`src/rtl/hazard_ctrl_if.sv`:
```
// Hazard controller bundle: pipeline register/control taps in,
// stall/flush/forward controls and perf counters out.
interface hazard_ctrl_if #(
   parameter int REG_W = 5,
   parameter int CNT_W = 16
);
   logic [REG_W-1:0] Rs1D;
   logic [REG_W-1:0] Rs2D;
   logic [REG_W-1:0] Rs1E;
   logic [REG_W-1:0] Rs2E;
   logic [REG_W-1:0] RdE;
   logic [REG_W-1:0] RdM;
   logic [REG_W-1:0] RdW;
   logic             ResultSrcE0;
   logic             RegWriteE;
   logic             RegWriteM;
   logic             RegWriteW;
   logic             PCSrcE;
   logic             MduStartE;
   logic             MemReadyM;
   logic             CntClr;
   logic             StallF;
   logic             StallD;
   logic             StallE;
   logic             StallM;
   logic             FlushD;
   logic             FlushE;
   logic             FlushM;
   logic             FlushW;
   logic [1:0]       ForwardAE;
   logic [1:0]       ForwardBE;
   logic             MduBusy;
   logic [CNT_W-1:0] StallCount;
   logic [CNT_W-1:0] FlushCount;

   modport master (
      output Rs1D, Rs2D, Rs1E, Rs2E, RdE, RdM, RdW,
      output ResultSrcE0, RegWriteE, RegWriteM, RegWriteW,
      output PCSrcE, MduStartE, MemReadyM, CntClr,
      input  StallF, StallD, StallE, StallM,
      input  FlushD, FlushE, FlushM, FlushW,
      input  ForwardAE, ForwardBE, MduBusy,
      input  StallCount, FlushCount
   );

   modport slave (
      input  Rs1D, Rs2D, Rs1E, Rs2E, RdE, RdM, RdW,
      input  ResultSrcE0, RegWriteE, RegWriteM, RegWriteW,
      input  PCSrcE, MduStartE, MemReadyM, CntClr,
      output StallF, StallD, StallE, StallM,
      output FlushD, FlushE, FlushM, FlushW,
      output ForwardAE, ForwardBE, MduBusy,
      output StallCount, FlushCount
   );
endinterface

```
`src/rtl/hazard_ctrl.sv`:
```
// Pipeline hazard controller: forwarding, interlocks, branch flush,
// MDU occupancy freeze, mem-wait freeze and stall/flush counters.
module hazard_ctrl #(
   parameter int REG_W       = 5,
   parameter int MDU_LATENCY = 4,
   parameter int FWD_EN      = 1,
   parameter int CNT_W       = 16
) (
   input logic          clk,
   input logic          rst_n,
   hazard_ctrl_if.slave hz
);
   localparam int MW = $clog2(MDU_LATENCY) + 1;
   localparam logic [MW-1:0] MDU_LOAD = MW'(MDU_LATENCY - 1);
   localparam bit MULTI = (MDU_LATENCY > 1);

   function automatic logic [1:0] fwd_sel(
      input logic [REG_W-1:0] rs,
      input logic [REG_W-1:0] rdm,
      input logic [REG_W-1:0] rdw,
      input logic             wm,
      input logic             ww
   );
      if (rs != '0 && rs == rdm && wm) return 2'b10;
      if (rs != '0 && rs == rdw && ww) return 2'b01;
      return 2'b00;
   endfunction

   function automatic logic raw_hit(
      input logic [REG_W-1:0] rs,
      input logic [REG_W-1:0] rde,
      input logic [REG_W-1:0] rdm,
      input logic [REG_W-1:0] rdw,
      input logic             we,
      input logic             wm,
      input logic             ww
   );
      return (rs != '0) &&
             ((rs == rde && we) ||
              (rs == rdm && wm) ||
              (rs == rdw && ww));
   endfunction

   logic [MW-1:0]    mdu_cnt;
   logic [CNT_W-1:0] stall_cnt;
   logic [CNT_W-1:0] flush_cnt;

   logic mem_wait;
   logic mdu_start;
   logic freeze;
   logic load_use;
   logic raw;
   logic sel_mem, sel_mdu, sel_br, sel_int;
   logic stall_f, stall_d, stall_e, stall_m;
   logic flush_d, flush_e, flush_m, flush_w;
   logic busy;
   logic [1:0] fwd_a, fwd_b;

   always_comb begin
      mem_wait  = ~hz.MemReadyM;
      mdu_start = MULTI && hz.MduStartE && (mdu_cnt == '0);
      freeze    = mdu_start || (mdu_cnt > MW'(1));
      load_use  = hz.ResultSrcE0 && (hz.RdE != '0) &&
                  (hz.Rs1D == hz.RdE || hz.Rs2D == hz.RdE);
      raw       = (FWD_EN == 0) &&
                  (raw_hit(hz.Rs1D, hz.RdE, hz.RdM, hz.RdW,
                           hz.RegWriteE, hz.RegWriteM, hz.RegWriteW) ||
                   raw_hit(hz.Rs2D, hz.RdE, hz.RdM, hz.RdW,
                           hz.RegWriteE, hz.RegWriteM, hz.RegWriteW));
      // one-hot priority selects so the decoder stays unique
      sel_mem = mem_wait;
      sel_mdu = !mem_wait && freeze;
      sel_br  = !mem_wait && !freeze && hz.PCSrcE;
      sel_int = !mem_wait && !freeze && !hz.PCSrcE &&
                (load_use || raw);
   end

   always_comb begin
      stall_f = 1'b0;
      stall_d = 1'b0;
      stall_e = 1'b0;
      stall_m = 1'b0;
      flush_d = 1'b0;
      flush_e = 1'b0;
      flush_m = 1'b0;
      flush_w = 1'b0;
      busy    = 1'b0;
      fwd_a   = 2'b00;
      fwd_b   = 2'b00;
      if (rst_n) begin
         unique case (1'b1)
            sel_mem: begin
               stall_f = 1'b1;
               stall_d = 1'b1;
               stall_e = 1'b1;
               stall_m = 1'b1;
               flush_w = 1'b1;
            end
            sel_mdu: begin
               stall_f = 1'b1;
               stall_d = 1'b1;
               stall_e = 1'b1;
               flush_m = 1'b1;
            end
            sel_br: begin
               flush_d = 1'b1;
               flush_e = 1'b1;
            end
            sel_int: begin
               stall_f = 1'b1;
               stall_d = 1'b1;
               flush_e = 1'b1;
            end
            default: ;
         endcase
         busy = freeze;
         if (FWD_EN != 0) begin
            fwd_a = fwd_sel(hz.Rs1E, hz.RdM, hz.RdW,
                            hz.RegWriteM, hz.RegWriteW);
            fwd_b = fwd_sel(hz.Rs2E, hz.RdM, hz.RdW,
                            hz.RegWriteM, hz.RegWriteW);
         end
      end
   end

   // mem wait holds the count so a stalled freeze is extended
   always_ff @(posedge clk or negedge rst_n) begin
      if (!rst_n) begin
         mdu_cnt <= '0;
      end else if (!mem_wait) begin
         if (mdu_start)
            mdu_cnt <= MDU_LOAD;
         else if (mdu_cnt != '0)
            mdu_cnt <= mdu_cnt - MW'(1);
      end
   end

   always_ff @(posedge clk or negedge rst_n) begin
      if (!rst_n) begin
         stall_cnt <= '0;
         flush_cnt <= '0;
      end else if (hz.CntClr) begin
         stall_cnt <= '0;
         flush_cnt <= '0;
      end else begin
         if (stall_f && stall_cnt != '1)
            stall_cnt <= stall_cnt + CNT_W'(1);
         if (flush_d && flush_cnt != '1)
            flush_cnt <= flush_cnt + CNT_W'(1);
      end
   end

   assign hz.StallF     = stall_f;
   assign hz.StallD     = stall_d;
   assign hz.StallE     = stall_e;
   assign hz.StallM     = stall_m;
   assign hz.FlushD     = flush_d;
   assign hz.FlushE     = flush_e;
   assign hz.FlushM     = flush_m;
   assign hz.FlushW     = flush_w;
   assign hz.ForwardAE  = fwd_a;
   assign hz.ForwardBE  = fwd_b;
   assign hz.MduBusy    = busy;
   assign hz.StallCount = stall_cnt;
   assign hz.FlushCount = flush_cnt;
endmodule
```
`src/flat_wrapper.sv`:
```
// flat-port wrapper written by rule: the top's interface ports become plain ports
module hazard_ctrl_flat 
#(
   parameter int REG_W       = 5,
   parameter int MDU_LATENCY = 4,
   parameter int FWD_EN      = 1,
   parameter int CNT_W       = 16
)
  (clk, rst_n, hz_Rs1D, hz_Rs2D, hz_Rs1E, hz_Rs2E, hz_RdE, hz_RdM, hz_RdW, hz_ResultSrcE0, hz_RegWriteE, hz_RegWriteM, hz_RegWriteW, hz_PCSrcE, hz_MduStartE, hz_MemReadyM, hz_CntClr, hz_StallF, hz_StallD, hz_StallE, hz_StallM, hz_FlushD, hz_FlushE, hz_FlushM, hz_FlushW, hz_ForwardAE, hz_ForwardBE, hz_MduBusy, hz_StallCount, hz_FlushCount);
  hazard_ctrl_if #(.REG_W(REG_W), .CNT_W(CNT_W)) hz_i ();
  input logic clk;
  input logic rst_n;
  input wire logic [$bits(hz_i.Rs1D)-1:0] hz_Rs1D;
  input wire logic [$bits(hz_i.Rs2D)-1:0] hz_Rs2D;
  input wire logic [$bits(hz_i.Rs1E)-1:0] hz_Rs1E;
  input wire logic [$bits(hz_i.Rs2E)-1:0] hz_Rs2E;
  input wire logic [$bits(hz_i.RdE)-1:0] hz_RdE;
  input wire logic [$bits(hz_i.RdM)-1:0] hz_RdM;
  input wire logic [$bits(hz_i.RdW)-1:0] hz_RdW;
  input wire logic [$bits(hz_i.ResultSrcE0)-1:0] hz_ResultSrcE0;
  input wire logic [$bits(hz_i.RegWriteE)-1:0] hz_RegWriteE;
  input wire logic [$bits(hz_i.RegWriteM)-1:0] hz_RegWriteM;
  input wire logic [$bits(hz_i.RegWriteW)-1:0] hz_RegWriteW;
  input wire logic [$bits(hz_i.PCSrcE)-1:0] hz_PCSrcE;
  input wire logic [$bits(hz_i.MduStartE)-1:0] hz_MduStartE;
  input wire logic [$bits(hz_i.MemReadyM)-1:0] hz_MemReadyM;
  input wire logic [$bits(hz_i.CntClr)-1:0] hz_CntClr;
  output wire logic [$bits(hz_i.StallF)-1:0] hz_StallF;
  output wire logic [$bits(hz_i.StallD)-1:0] hz_StallD;
  output wire logic [$bits(hz_i.StallE)-1:0] hz_StallE;
  output wire logic [$bits(hz_i.StallM)-1:0] hz_StallM;
  output wire logic [$bits(hz_i.FlushD)-1:0] hz_FlushD;
  output wire logic [$bits(hz_i.FlushE)-1:0] hz_FlushE;
  output wire logic [$bits(hz_i.FlushM)-1:0] hz_FlushM;
  output wire logic [$bits(hz_i.FlushW)-1:0] hz_FlushW;
  output wire logic [$bits(hz_i.ForwardAE)-1:0] hz_ForwardAE;
  output wire logic [$bits(hz_i.ForwardBE)-1:0] hz_ForwardBE;
  output wire logic [$bits(hz_i.MduBusy)-1:0] hz_MduBusy;
  output wire logic [$bits(hz_i.StallCount)-1:0] hz_StallCount;
  output wire logic [$bits(hz_i.FlushCount)-1:0] hz_FlushCount;
  assign hz_i.Rs1D = hz_Rs1D;
  assign hz_i.Rs2D = hz_Rs2D;
  assign hz_i.Rs1E = hz_Rs1E;
  assign hz_i.Rs2E = hz_Rs2E;
  assign hz_i.RdE = hz_RdE;
  assign hz_i.RdM = hz_RdM;
  assign hz_i.RdW = hz_RdW;
  assign hz_i.ResultSrcE0 = hz_ResultSrcE0;
  assign hz_i.RegWriteE = hz_RegWriteE;
  assign hz_i.RegWriteM = hz_RegWriteM;
  assign hz_i.RegWriteW = hz_RegWriteW;
  assign hz_i.PCSrcE = hz_PCSrcE;
  assign hz_i.MduStartE = hz_MduStartE;
  assign hz_i.MemReadyM = hz_MemReadyM;
  assign hz_i.CntClr = hz_CntClr;
  assign hz_StallF = hz_i.StallF;
  assign hz_StallD = hz_i.StallD;
  assign hz_StallE = hz_i.StallE;
  assign hz_StallM = hz_i.StallM;
  assign hz_FlushD = hz_i.FlushD;
  assign hz_FlushE = hz_i.FlushE;
  assign hz_FlushM = hz_i.FlushM;
  assign hz_FlushW = hz_i.FlushW;
  assign hz_ForwardAE = hz_i.ForwardAE;
  assign hz_ForwardBE = hz_i.ForwardBE;
  assign hz_MduBusy = hz_i.MduBusy;
  assign hz_StallCount = hz_i.StallCount;
  assign hz_FlushCount = hz_i.FlushCount;
  hazard_ctrl #(.REG_W(REG_W), .MDU_LATENCY(MDU_LATENCY), .FWD_EN(FWD_EN), .CNT_W(CNT_W)) u_core (.clk(clk), .rst_n(rst_n), .hz(hz_i));
endmodule
```
`config.mk`:
```
export PLATFORM = sky130hd
export DESIGN_NAME = hazard_ctrl_flat
export DESIGN_NICKNAME = d
export VERILOG_FILES = /design/src/rtl/hazard_ctrl_if.sv /design/src/rtl/hazard_ctrl.sv /design/src/flat_wrapper.sv
export SDC_FILE = /design/constraint.sdc
export NUM_CORES = 1
export LEC_CHECK = 0
export CORE_ASPECT_RATIO = 0.9
export CORE_MARGIN = 1.5
export CORE_UTILIZATION = 57
export CTS_CLUSTER_SIZE = 10
export DETAILED_ROUTE_END_ITERATION = 8
export DONT_BUFFER_PORTS = 1
export HOLD_SLACK_MARGIN = 0.08
export PLACE_DENSITY_LB_ADDON = 0.3
export RECOVER_POWER = 25
export SLEW_MARGIN = 20
export SYNTH_ARGS = -nofsm -noshare
export SYNTH_HDL_FRONTEND = slang
export SYNTH_SLANG_ARGS = --single-unit
```
`constraint.sdc`:
```
create_clock -name clk -period 2 [get_ports clk]
set_input_delay 0.2 -clock clk [delete_from_list [all_inputs] [get_ports clk]]
set_output_delay 0.2 -clock clk [all_outputs]
set_load 0.02 [all_outputs]
```
==> metrics.md, run 1 <==
| Metric | Value |
|---|---|
| Outcome | complete, but fails checks |
| Failing checks | hold timing |
| Worst Skew | 0.003924 ns |
| Power Total | 2.106 mW |
| Layout cell share with drive strength beyond 1 | 27.36% |
| Via count | 2248 |
| EDFF count, synth | 0 |
| Row count | 22 |
| Hold Vio Cnt, Final | 23 |
| Worst Path Arrival | 2.21 ns |
| Synth top area cells | dfrtp_1 (36%), xnor2_1 (10%), xor2_1 (5.7%) |
| Mean Syn Cell Area | 8.858 sq um |
| Grt ovf | 0 |
| Ant. Diodes | 0 |
| Hold Path Class | input pin to flip-flop |
| Height of the die | 65.13 microns |
| Initial antenna violation count | 0 |
| CP required | 2.22 ns |
| Post-CTS Hold Buffers | 4 |
| Post-Syn Nets | 326 |
| CP max FO | 5 |
| Core area | 0.004101 sq mm |
| Worst-Skew Late Latency | 0.29 ns |
| Setup violations, final | 0 |
| Global-route wire length before repair | 10.23 mm |
| Peak supply drop | 481.5 uV |
| Max Cap Viol | 0 |
| Antenna-violating nets left | 0 |
| H-Tree Depth | 2 |
| Most common cell after layout, fill and taps aside | buf_4 |
| Total clock sinks | 35 |
| Synth top area share | 35.82% |
| Fin. max-slew vios | 0 |
| Synth Flop Type | dfrtp_1 |
| HPWL after DPL | 4.403 mm |
| Reg-to-Reg Start | u_core.mdu_cnt[0] |
| Root buf cell | clkbuf_8 |
| Synth warn | 0 |
| CTS tree | done |
| Residual DRC | 0 |
| Vias per cell | 5.963 |
| Worst reg2reg setup slack | 0.01 ns |
| Initial core utilization | 59.61% |
| Avg WL per Cell | 16.41 microns |
| Layout fillers | 305 |
| Maximum clock frequency | 502.4 MHz |
| Pre-antenna DRT Iters | 4 |
| Area leader, netlist | dfrtp_1 |
| Setup CP Type | flip-flop to flip-flop |
| Pin count of the biggest net entering global routing | 42 |
| Most frequent cells in the layout | buf_4 (47), dfrtp_1 (35), xnor2_1 (29) |
| Total CTS buffers | 5 |
| WL final | 6.188 mm |
| FF-to-FF path depth | 8 |
| Mapped Cells | 276 |
| Final hold slack | -0.03530 ns |
| FF-to-FF End | u_core.hz.StallCount[5] |
| Final worst path period share | 99.52% |
| PD cells | 673.9 mW/mm^2 |
| Starting DRT DRC Count | 134 |
| FFs w/ async S/R, synth | 100.0% |
| Hold path start | hz_CntClr |
| P_leak | 1.359 nW |
| DIE WIDTH | 72.04 microns |
| Global-route usage over all layers | 27.50% |
| I/O Pins | 90 |
| Least-Margin Pin Slew | 0.8808 ns |
| Register bit total from synthesis | 35 |
| Max_slew headroom | 41.28% |
| Max Root-Sink Buffers | 2 |
| Die Area | 0.004692 sq mm |
| Min cycle time layout | 1.990 ns |
| Hold endpoint | u_core.hz.StallCount[14] |
| Nets | 378 |
| Port Buffers | 0 |
| Count of cell types in the netlist | 45 |
| Gpl congestion | 0.7949 |
| RSZ-0062 raised after global routing | true |
| Area growth syn-to-layout | 27.84% |
| Clk slew on worst S/H paths | 0.07 ns |
| Vias in the first global route | 2370 |
| Synthesized area | 0.002445 sq mm |
| Hold Crit Depth | 1 |
| Sequential fraction of the synthesis area | 35.82% |
| CP startpoint kind | flip-flop |
| CP endpoint kind | flip-flop |
==> flip-flops by register name, indices dropped and copies added, names as in the netlist <==
register / flops
u_core.hz.FlushCount: 16
u_core.mdu_cnt: 3
u_core.hz.StallCount: 16
==> cell usage after synthesis (all sizes together), types with 4 or more instances <==
master and count:
o21ai 11, and2 5, a21oi 13, buf 4, inv 10, dfrtp 35
nor3 7, nand2 24, nand3 17, xor2 16, nand2b 4, or4 6
and3 4, nand4 14, nor2b 6, xnor2 30, nor2 27, or3 6
ha 5, nor4 4
==> repair_timing <==
| item | CTS | global route |
|---|---|---|
| cloned | 0 | 0 |
| gates resized for setup | 20 | 11 |
| endpoints found under the hold margin | 62 | 24 |
| endpoints found under the setup margin | 10 | 31 |
| pin swaps | 7 | 8 |
| buffers inserted | 1 | 0 |
==> layout make-up <==
type | instances | area, sq um | area share (%)
flip-flops and latches | 35 | 875.8 | 28.02
multi-input cells | 224 | 1650 | 52.80
clock buffers | 8 | 100.1 | 3.203
well taps | 48 | 60.06 | 1.922
inverters | 10 | 40.04 | 1.281
repair buffers | 52 | 399.1 | 12.77
==> kinds of logic (layout without fill, tap and decap cells) <==
family	count (synthesis)	count (layout)	synth area share, %
buf+inv	17	70	2.968
simple gates	133	133	30.09
flops	35	35	35.82
mux	4	4	1.791
fa+ha+maj	5	5	2.559
xor+xnor	46	46	16.79
compound gates	36	36	9.980
==> how the worst max path moves through the flow <==
stage                                  from                  endpoint  slack, ns  depth (start not counted)
after global routing      u_core.mdu_cnt[1]   u_core.hz.StallCount[5]      -0.05                          9
after floorplan           u_core.mdu_cnt[1]   u_core.hz.StallCount[0]      0.004                          8
after detailed placement  u_core.mdu_cnt[1]  u_core.hz.StallCount[15]      -0.03                          8
final                     u_core.mdu_cnt[0]   u_core.hz.StallCount[5]       0.01                          8
after CTS                 u_core.mdu_cnt[0]  u_core.hz.StallCount[15]      0.007                          7
after global placement    u_core.mdu_cnt[0]   u_core.hz.StallCount[0]       0.04                          8
==> routing by layer <==
metal | global-route usage, % | vias up | wire [microns]
met5 | 0 | - | 0
met4 | 7.311 | 0 | 70
met3 | 7.362 | 10 | 421
met2 | 50.46 | 86 | 3176
met1 | 31.53 | 1077 | 2520
li1 | - | 1075 | -
==> report_power, final <==
part	switching [mW]	total [mW]	leakage [nW]	internal (mW)
combinational	0.390	0.743	0.826	0.353
clock	0.258	0.572	0.0515	0.314
sequential	0.0418	0.791	0.482	0.749
==> critical path, cell delays in order (launching register included) <==
cell      delay [ns]
dfrtp_1         0.41
ha_2            0.19
o21bai_4        0.18
a31o_2          0.27
o221ai_4        0.12
nand3_4         0.17
buf_6           0.16
or3_1           0.30
a21oi_1         0.14
==> through the flow <==
stage	instances	setup TNS, ns	utilization (%)	setup slack, ns	cell area, sq um
floorplan	276	0	-	0.003981	2452
global placement	364	0	69.01	0.04267	2830
detailed placement	364	-0.05991	69.01	-0.02773	2830
CTS	377	0	75.29	0.007185	3088
global route	377	-0.2440	76.21	-0.04782	3126
finish	377	0	76.21	0.009596	3126
Note: power is estimated with default switching activity, not from simulation.
==> inputs of run 2 (changes only) <==
Settings changed: ABC_AREA set to 1, CORE_UTILIZATION 57 to 58.
==> metrics.md, run 2 <==
| Metric | Value |
|---|---|
| Outcome | complete, no violations |
| Max Root-Sink Buffers | 2 (unchanged) |
| Max Cap Viol | 0 (unchanged) |
| Mapped Cells | 432 (+57%) |
| Most common cell after layout, fill and taps aside | nand2_1 |
| Max_slew headroom | 40.83% (-0.45 points) |
| Grt ovf | 0 (unchanged) |
| Residual DRC | 0 (unchanged) |
| Seq pwr share | 38.0% (+0.4 points) |
| EDFF count, synth | 0 (unchanged) |
| Starting DRT DRC Count | 166 (+24%) |
| Setup violations, final | 0 (unchanged) |
| CP endpoint kind | primary output |
| Count of cell types in the netlist | 32 (-29%) |
| WP buf/inv | 3 (+2) |
| Post-DP Area | 0.003134 sq mm (+11%) |
| Fin. max-slew vios | 0 (unchanged) |
| FF-to-FF End | u_core.hz.FlushCount[8] |
| Synth Flop Type | dfrtp_1 |
| Post-route setup TNS | 0 ns (unchanged) |
| Peak per-stage delay on the critical path | 0.40 ns (about the same) |
| Worst-Skew Late Latency | 0.30 ns (about the same) |
| Final Cell Area | 0.003400 sq mm (+8.8%) |
| Worst Path Arrival | 1.71 ns (-0.50 ns) |
| Peak supply drop | 367.3 uV (-24%) |
| Pre-antenna DRT Iters | 4 (unchanged) |
| Layout fillers | 408 (+34%) |
| Synth top area cells | dfrtp_1 (30%), nand2_1 (14%), xor2_1 (9.1%) |
| Area leader, netlist | dfrtp_1 |
| Antenna-violating nets left | 0 (unchanged) |
| Pin count of the biggest net entering global routing | 38 (-9.5%) |
| Port Buffers | 0 (unchanged) |
| Min cycle time layout | 1.915 ns (-0.07566 ns) |
| Power Total | 2.049 mW (-2.7%) |
| Register bit total from synthesis | 35 (unchanged) |
| Layout cell share with drive strength beyond 1 | 13.98% (-13 points) |
| Hold Path Class | input pin to flip-flop |
| RSZ-0062 raised after global routing | false |
| Worst Skew | 0.01145 ns (+0.007524 ns) |
| Nets | 521 (+38%) |
| Height of the die | 69.84 microns (+7.2%) |
| Switching pwr | 0.6679 mW (-3.1%) |
| Root buf cell | clkbuf_8 |
| DIE WIDTH | 77.27 microns (+7.3%) |
| Final hold slack | 0.08485 ns (+0.1201 ns) |
| Vias in the first global route | 2798 (+18%) |
| Most frequent cells after synthesis | nand2_1 (104), inv_1 (67), nor2_1 (55), nand3_1 (40), dfrtp_1 (35) |
| Area growth syn-to-layout | 18.08% |
| Post-Syn Nets | 482 (+48%) |
| Clk slew on worst S/H paths | 0.08 ns (about the same) |
| Sequential fraction of the synthesis area | 30.42% (-5.4 points) |
| Avg WL per Cell | 13.38 microns (-19%) |
| Setup CP Type | flip-flop to primary output |
| HPWL after DPL | 5.119 mm (+16%) |
| I/O Pins | 90 (unchanged) |
| CTS tree | done |
| Reg-to-Reg Start | u_core.mdu_cnt[0] |
| Slowest cell on crit path | dfrtp_1 |
| Core area | 0.004805 sq mm (+17%) |
| Via count | 2869 (+28%) |
| Most common cell in the netlist | nand2_1 |
| H-Tree Depth | 2 (unchanged) |
| Synth top area share | 30.42% (-5.4 points) |
| Synth warn | 0 (unchanged) |
| Hold Vio Cnt, Final | 0 (-100%) |
| Mean Syn Cell Area | 6.664 sq um (-25%) |
| CP required | 1.80 ns (-0.42 ns) |
| Most frequent cells in the layout | nand2_1 (102), inv_1 (65), nor2_1 (54) |
| Total CTS buffers | 5 (unchanged) |
| PD cells | 602.9 mW/mm^2 (-11%) |
| FF-to-FF path depth | 11 (+3) |
| Total clock sinks | 35 (unchanged) |
| Clock Power Share | 33.9% (+6.7 points) |
| Critical path launch point | u_core.mdu_cnt[0] |
| Least-Margin Pin Slew | 0.8876 ns (+0.006802 ns) |
| Die Area | 0.005396 sq mm (+15%) |
| Gpl congestion | 0.9413 (+18%) |
| Global-route wire length before repair | 12.02 mm (+17%) |
| Ant. Diodes | 0 (unchanged) |
| Synthesized area | 0.002879 sq mm (+18%) |
| Cell chain of the critical path | inv_2, ha_2, nand3_2, nand4_1, nor2_2, buf_6, inv_1, nand2_2 |
| Row count | 24 (+9.1%) |
| Net Sw Frac | 32.59% (-0.15 points) |
| Maximum clock frequency | 522.3 MHz (+4.0%) |
| Setup crit end | hz_FlushE |
| WL final | 7.183 mm (+16%) |
| Global-route usage over all layers | 27.29% (-0.22 points) |
| Vias per cell | 5.343 (-10%) |
| Power Internal | 1.381 mW (-2.5%) |
| Stages on the worst setup path | 8 (unchanged) |
| Worst reg2reg setup slack | 0.15 ns (+0.14 ns) |
| Combinational Power Share | 28.2% (-7.1 points) |
| CP max FO | 4 (-1) |
| Initial antenna violation count | 0 (unchanged) |
| Final worst path period share | 95.74% (-3.8 points) |
| P_leak | 1.794 nW (+32%) |
| FFs w/ async S/R, synth | 100.0% (unchanged) |
| Initial core utilization | 59.92% (+0.31 points) |
| CP delay by family, top | simple AND/OR/NAND/NOR gates |
| CP startpoint kind | flip-flop |
[run 2: cell count changes in the layout (fill, tap and decap cells not counted), sizes merged, moves of 10 or more]
| cell | before | now |
|---|---|---|
| buf | 48 | 38 |
| xor2 | 16 | 30 |
| nand2 | 24 | 109 |
| xnor2 | 30 | 7 |
| nor2 | 27 | 56 |
| inv | 10 | 67 |
| nand3 | 17 | 40 |
[run 2: power groups by stage]
| stage | Clock (mW) | Sequential (mW) | Combinational, mW |
|---|---|---|---|
| final | 0.694 | 0.778 | 0.577 |
| after detailed placement | 0 | 0.789 | 0.436 |
| after global routing | 0.719 | 0.780 | 0.636 |
| after floorplan | 0 | 0.803 | 0.341 |
| after global placement | 0 | 0.788 | 0.424 |
| after CTS | 0.695 | 0.775 | 0.485 |
[run 2: how the worst min path moves through the flow]
| stage | startpoint | to | slack (ns) | cells after the start |
|---|---|---|---|---|
| 2_1_floorplan | rst_n | u_core.hz.FlushCount[0] | -0.1 | 0 |
| 3_3_place_gp | rst_n | u_core.hz.StallCount[2] | -0.09 | 0 |
| 6_report | hz_CntClr | u_core.hz.FlushCount[7] | 0.08 | 3 |
| 4_1_cts | hz_CntClr | u_core.hz.FlushCount[7] | 0.08 | 3 |
| 3_5_place_dp | rst_n | u_core.hz.StallCount[2] | -0.09 | 0 |
| 5_1_grt | hz_CntClr | u_core.hz.FlushCount[13] | 0.1 | 3 |
[run 2: logic make-up (layout without fill, tap and decap cells)]
kind of cell               count (synthesis)  count (layout)  synth area share, %
and+or+nand+nor                          246             246                38.85
buffers and inverters                     79             119                11.30
xor gates and xnor gates                  37              37                11.26
DFF                                       35              35                30.42
AOI/OAI and AO/OA                         30              30                5.998
adders and majority gates                  5               5                2.173
[run 2: cell type report]
type                    count  area, sq um  share of cell area [%]
clock buffers               6        82.58                   2.429
well taps                  65        81.33                   2.392
multi-input cells         318         1702                   50.06
clock inverters             2        35.03                   1.031
flip-flops and latches     35        875.8                   25.76
inverters                  67        251.5                   7.398
repair buffers             44        371.6                   10.93
[run 2: worst register-to-register path, delay by kind of cell, from the launching register on]
kind / cells / cell delay, ns
buffers and inverters: 3 / 0.40
adder cells (fa/ha/maj): 1 / 0.20
AO/OA/AOI/OAI: 1 / 0.07
flip-flops: 1 / 0.40
AND/OR/NAND/NOR: 6 / 0.68
[run 2: repair_timing]
item | CTS | global route
endpoints found under the setup margin | 3 | 13
setup buffers | 1 | 4
pin swaps | 1 | 5
gates cloned | 0 | 1
resized for setup | 5 | 8
hold buffers | 5 | 0
endpoints found under the hold margin | 43 | 0
[run 2: stage by stage]
step                      utilization (%)  setup WS [ns]  cells
final                               70.76        0.08526    537
after global placement              65.23         0.2573    518
after floorplan                         -         0.1113    432
after CTS                           69.45       0.007048    532
after global routing                70.76       0.002135    537
after detailed placement            65.23         0.2200    518
[run 2: layer usage]
| metal | track usage (%) | vias up | wire (microns) |
|---|---|---|---|
| met5 | 0 | - | 0 |
| met4 | 8.081 | 0 | 57 |
| met3 | 7.632 | 8 | 470 |
| met2 | 48.15 | 78 | 3563 |
| met1 | 32.11 | 1326 | 3091 |
| li1 | - | 1457 | - |
==> inputs of run 3 (changes only) <==
Settings changed: CORE_UTILIZATION 58 to 60, CTS_BUF_LIST set to sky130_fd_sc_hd__clkbuf_4.
==> metrics.md, run 3 (synthesis results as in run 2) <==
| Metric | Value |
|---|---|
| P_leak | 1.772 nW (-1.2%) |
| DIE WIDTH | 76.02 microns (-1.6%) |
| Power Total | 1.829 mW (-11%) |
| Hold Vio Cnt, Final | 0 (unchanged) |
| Most common cell after layout, fill and taps aside | nand2_1 |
| WP buf/inv | 3 (unchanged) |
| Min cycle time layout | 2.050 ns (+0.1350 ns) |
| Height of the die | 68.72 microns (-1.6%) |
| Root buf cell | clkbuf_4 |
| Slowest cell on crit path | dfrtp_1 |
| Post-Route Utilization | 74.55% (+3.8 points) |
| HPWL after DPL | 5.107 mm (-0.23%) |
| FF-to-FF End | u_core.hz.StallCount[7] |
| Cell chain of the critical path | buf_6, ha_4, o21bai_4, nand4_1, buf_4, nand2_4, nand2_4, buf_8 |
| Max Root-Sink Buffers | 2 (unchanged) |
| Final hold slack | 0.1227 ns (+0.03789 ns) |
| Global-route wire length before repair | 11.98 mm (-0.34%) |
| Hold path start | hz_MduStartE |
| Peak per-stage delay on the critical path | 0.43 ns (+0.03 ns) |
| Setup crit end | hz_StallD |
| Most frequent CP cell | nand2_4 |
| CP required | 1.80 ns (about the same) |
| Reg-to-Reg Start | u_core.mdu_cnt[0] |
| Total clock sinks | 35 (unchanged) |
| Avg WL per Cell | 13.16 microns (-1.7%) |
| CP delay by family, top | buffers and inverters |
| Gpl congestion | 0.8953 (-4.9%) |
| Row count | 23 (-4.2%) |
| Ant. Diodes | 0 (unchanged) |
| CTS tree | done |
| Maximum clock frequency | 487.9 MHz (-6.6%) |
| Initial core utilization | 63.72% (+3.8 points) |
| Layout cell share with drive strength beyond 1 | 15.43% (+1.5 points) |
| Initial antenna violation count | 0 (unchanged) |
| Die Area | 0.005223 sq mm (-3.2%) |
| Worst-Skew Late Latency | 0.34 ns (+0.04 ns) |
| Via count | 2891 (+0.77%) |
| FF-to-FF path depth | 11 (unchanged) |
| Fin. max-slew vios | 0 (unchanged) |
| PD cells | 542.9 mW/mm^2 (-9.9%) |
| RSZ-0062 raised after global routing | true |
| Setup ws final | -0.04969 ns (-0.1350 ns) |
| Area growth syn-to-layout | 16.99% |
| Setup CP Type | flip-flop to primary output |
| Pre-antenna DRT Iters | 4 (unchanged) |
| Max Cap Viol | 0 (unchanged) |
| Final worst path period share | 102.5% (+6.7 points) |
| I/O Pins | 90 (unchanged) |
| Starting DRT DRC Count | 173 (+4.2%) |
| Layout fillers | 375 (-8.1%) |
| WL final | 7.038 mm (-2.0%) |
| Clk slew on worst S/H paths | 0.11 ns (+0.03 ns) |
| Most frequent cells in the layout | nand2_1 (101), inv_1 (63), nor2_1 (53) |
| Residual DRC | 0 (unchanged) |
| Hold Path Class | input pin to flip-flop |
| Setup violations, final | 2 (+2) |
| H-Tree Depth | 2 (unchanged) |
| Nets | 522 (+0.19%) |
| Critical path launch point | u_core.mdu_cnt[0] |
| Least-Margin Pin Slew | 0.8734 ns (-0.01411 ns) |
| CP max FO | 3 (-1) |
| Max_slew headroom | 41.77% (+0.94 points) |
| Outcome | complete, but fails checks |
| Stages on the worst setup path | 8 (unchanged) |
| Grt ovf | 0 (unchanged) |
| Worst reg2reg setup slack | 0.06 ns (-0.09 ns) |
| Total CTS buffers | 5 (unchanged) |
| Failing checks | setup timing |
| Antenna-violating nets left | 0 (unchanged) |
| CP endpoint kind | primary output |
| Port Buffers | 0 (unchanged) |
| Worst Path Arrival | 1.85 ns (+0.14 ns) |
| Peak supply drop | 354.0 uV (-3.6%) |
| Vias in the first global route | 2842 (+1.6%) |
| Worst Skew | 0.01533 ns (+0.003879 ns) |
| Core area | 0.004518 sq mm (-6.0%) |
| Place WS | 0.1576 ns (-0.06237 ns) |
| Pin count of the biggest net entering global routing | 38 (unchanged) |
| Global-route usage over all layers | 28.34% (+1.1 points) |
| Vias per cell | 5.404 (+1.1%) |
| CP startpoint kind | flip-flop |
==> run 3: changes by cell type in the layout (fill, tap and decap cells not counted), moves of 2 or more <==
cell,before,now
buf_6,1,4
inv_1,65,63
clkbuf_8,6,0
clkbuf_4,0,7
inv_2,2,4
==> run 3: where the power goes <==
part	total [mW]	internal (mW)	leakage (nW)	switching, mW
clock network	0.405	0.164	0.0361	0.241
logic	0.646	0.260	1.25	0.386
registers	0.778	0.748	0.481	0.0303
total	1.83	1.17	1.77	0.657
==> run 3: tightest hold or removal path: stages <==
cell and delay (ns):
nand3_2 0.08, inv_1 0.08, a21oi_1 0.07
==> run 3: layer usage <==
metal  part of all wire, %  wire [microns]  up-vias  track usage (%)
met5                     0               0        -                0
met4                   1.3              94        0            8.333
met3                   7.4             518        9            6.974
met2                    48            3352      102            52.70
met1                    44            3073     1317            33.31
li1                      -               -     1463                -
==> run 3: repair_timing <==
action                                 CTS  global route
endpoints found under the hold margin   47             0
resized for setup                       13            10
setup buffers                            4             2
hold buffers                             4             0
pin swaps                                5             7
gates cloned                             0             0
setup endpoints to repair                3            33
==> run 3: how the worst min path moves through the flow <==
stage                                           to  slack (ns)  cells past startpoint
after global placement           u_core.mdu_cnt[0]       -0.09                      0
final                            u_core.mdu_cnt[2]        0.12                      3
after CTS                        u_core.mdu_cnt[2]         0.1                      3
after floorplan            u_core.hz.FlushCount[0]        -0.1                      0
after global routing             u_core.mdu_cnt[2]        0.14                      3
after detailed placement  u_core.hz.StallCount[14]       -0.09                      0
==> run 3: through the flow <==
step,TNS [ns],area (sq um),instances
2_1_floorplan,0,2879,432
3_5_place_dp,0,3146,517
5_1_grt,-0.3705,3368,535
4_1_cts,0,3339,533
3_3_place_gp,0,3146,517
6_report,-0.09917,3368,535
==> run 3: layout make-up <==
| type | count | area (sq um) | share of cell area [%] |
|---|---|---|---|
| Sequential cell | 35 | 875.8 | 26.00 |
| Clock buffer | 7 | 52.55 | 1.560 |
| Clock inverter | 1 | 5.005 | 0.1486 |
| Tap cell | 62 | 77.57 | 2.303 |
| Multi-Input combinational cell | 318 | 1740 | 51.67 |
| Inverter | 67 | 251.5 | 7.467 |
| Timing Repair Buffer | 45 | 365.4 | 10.85 |
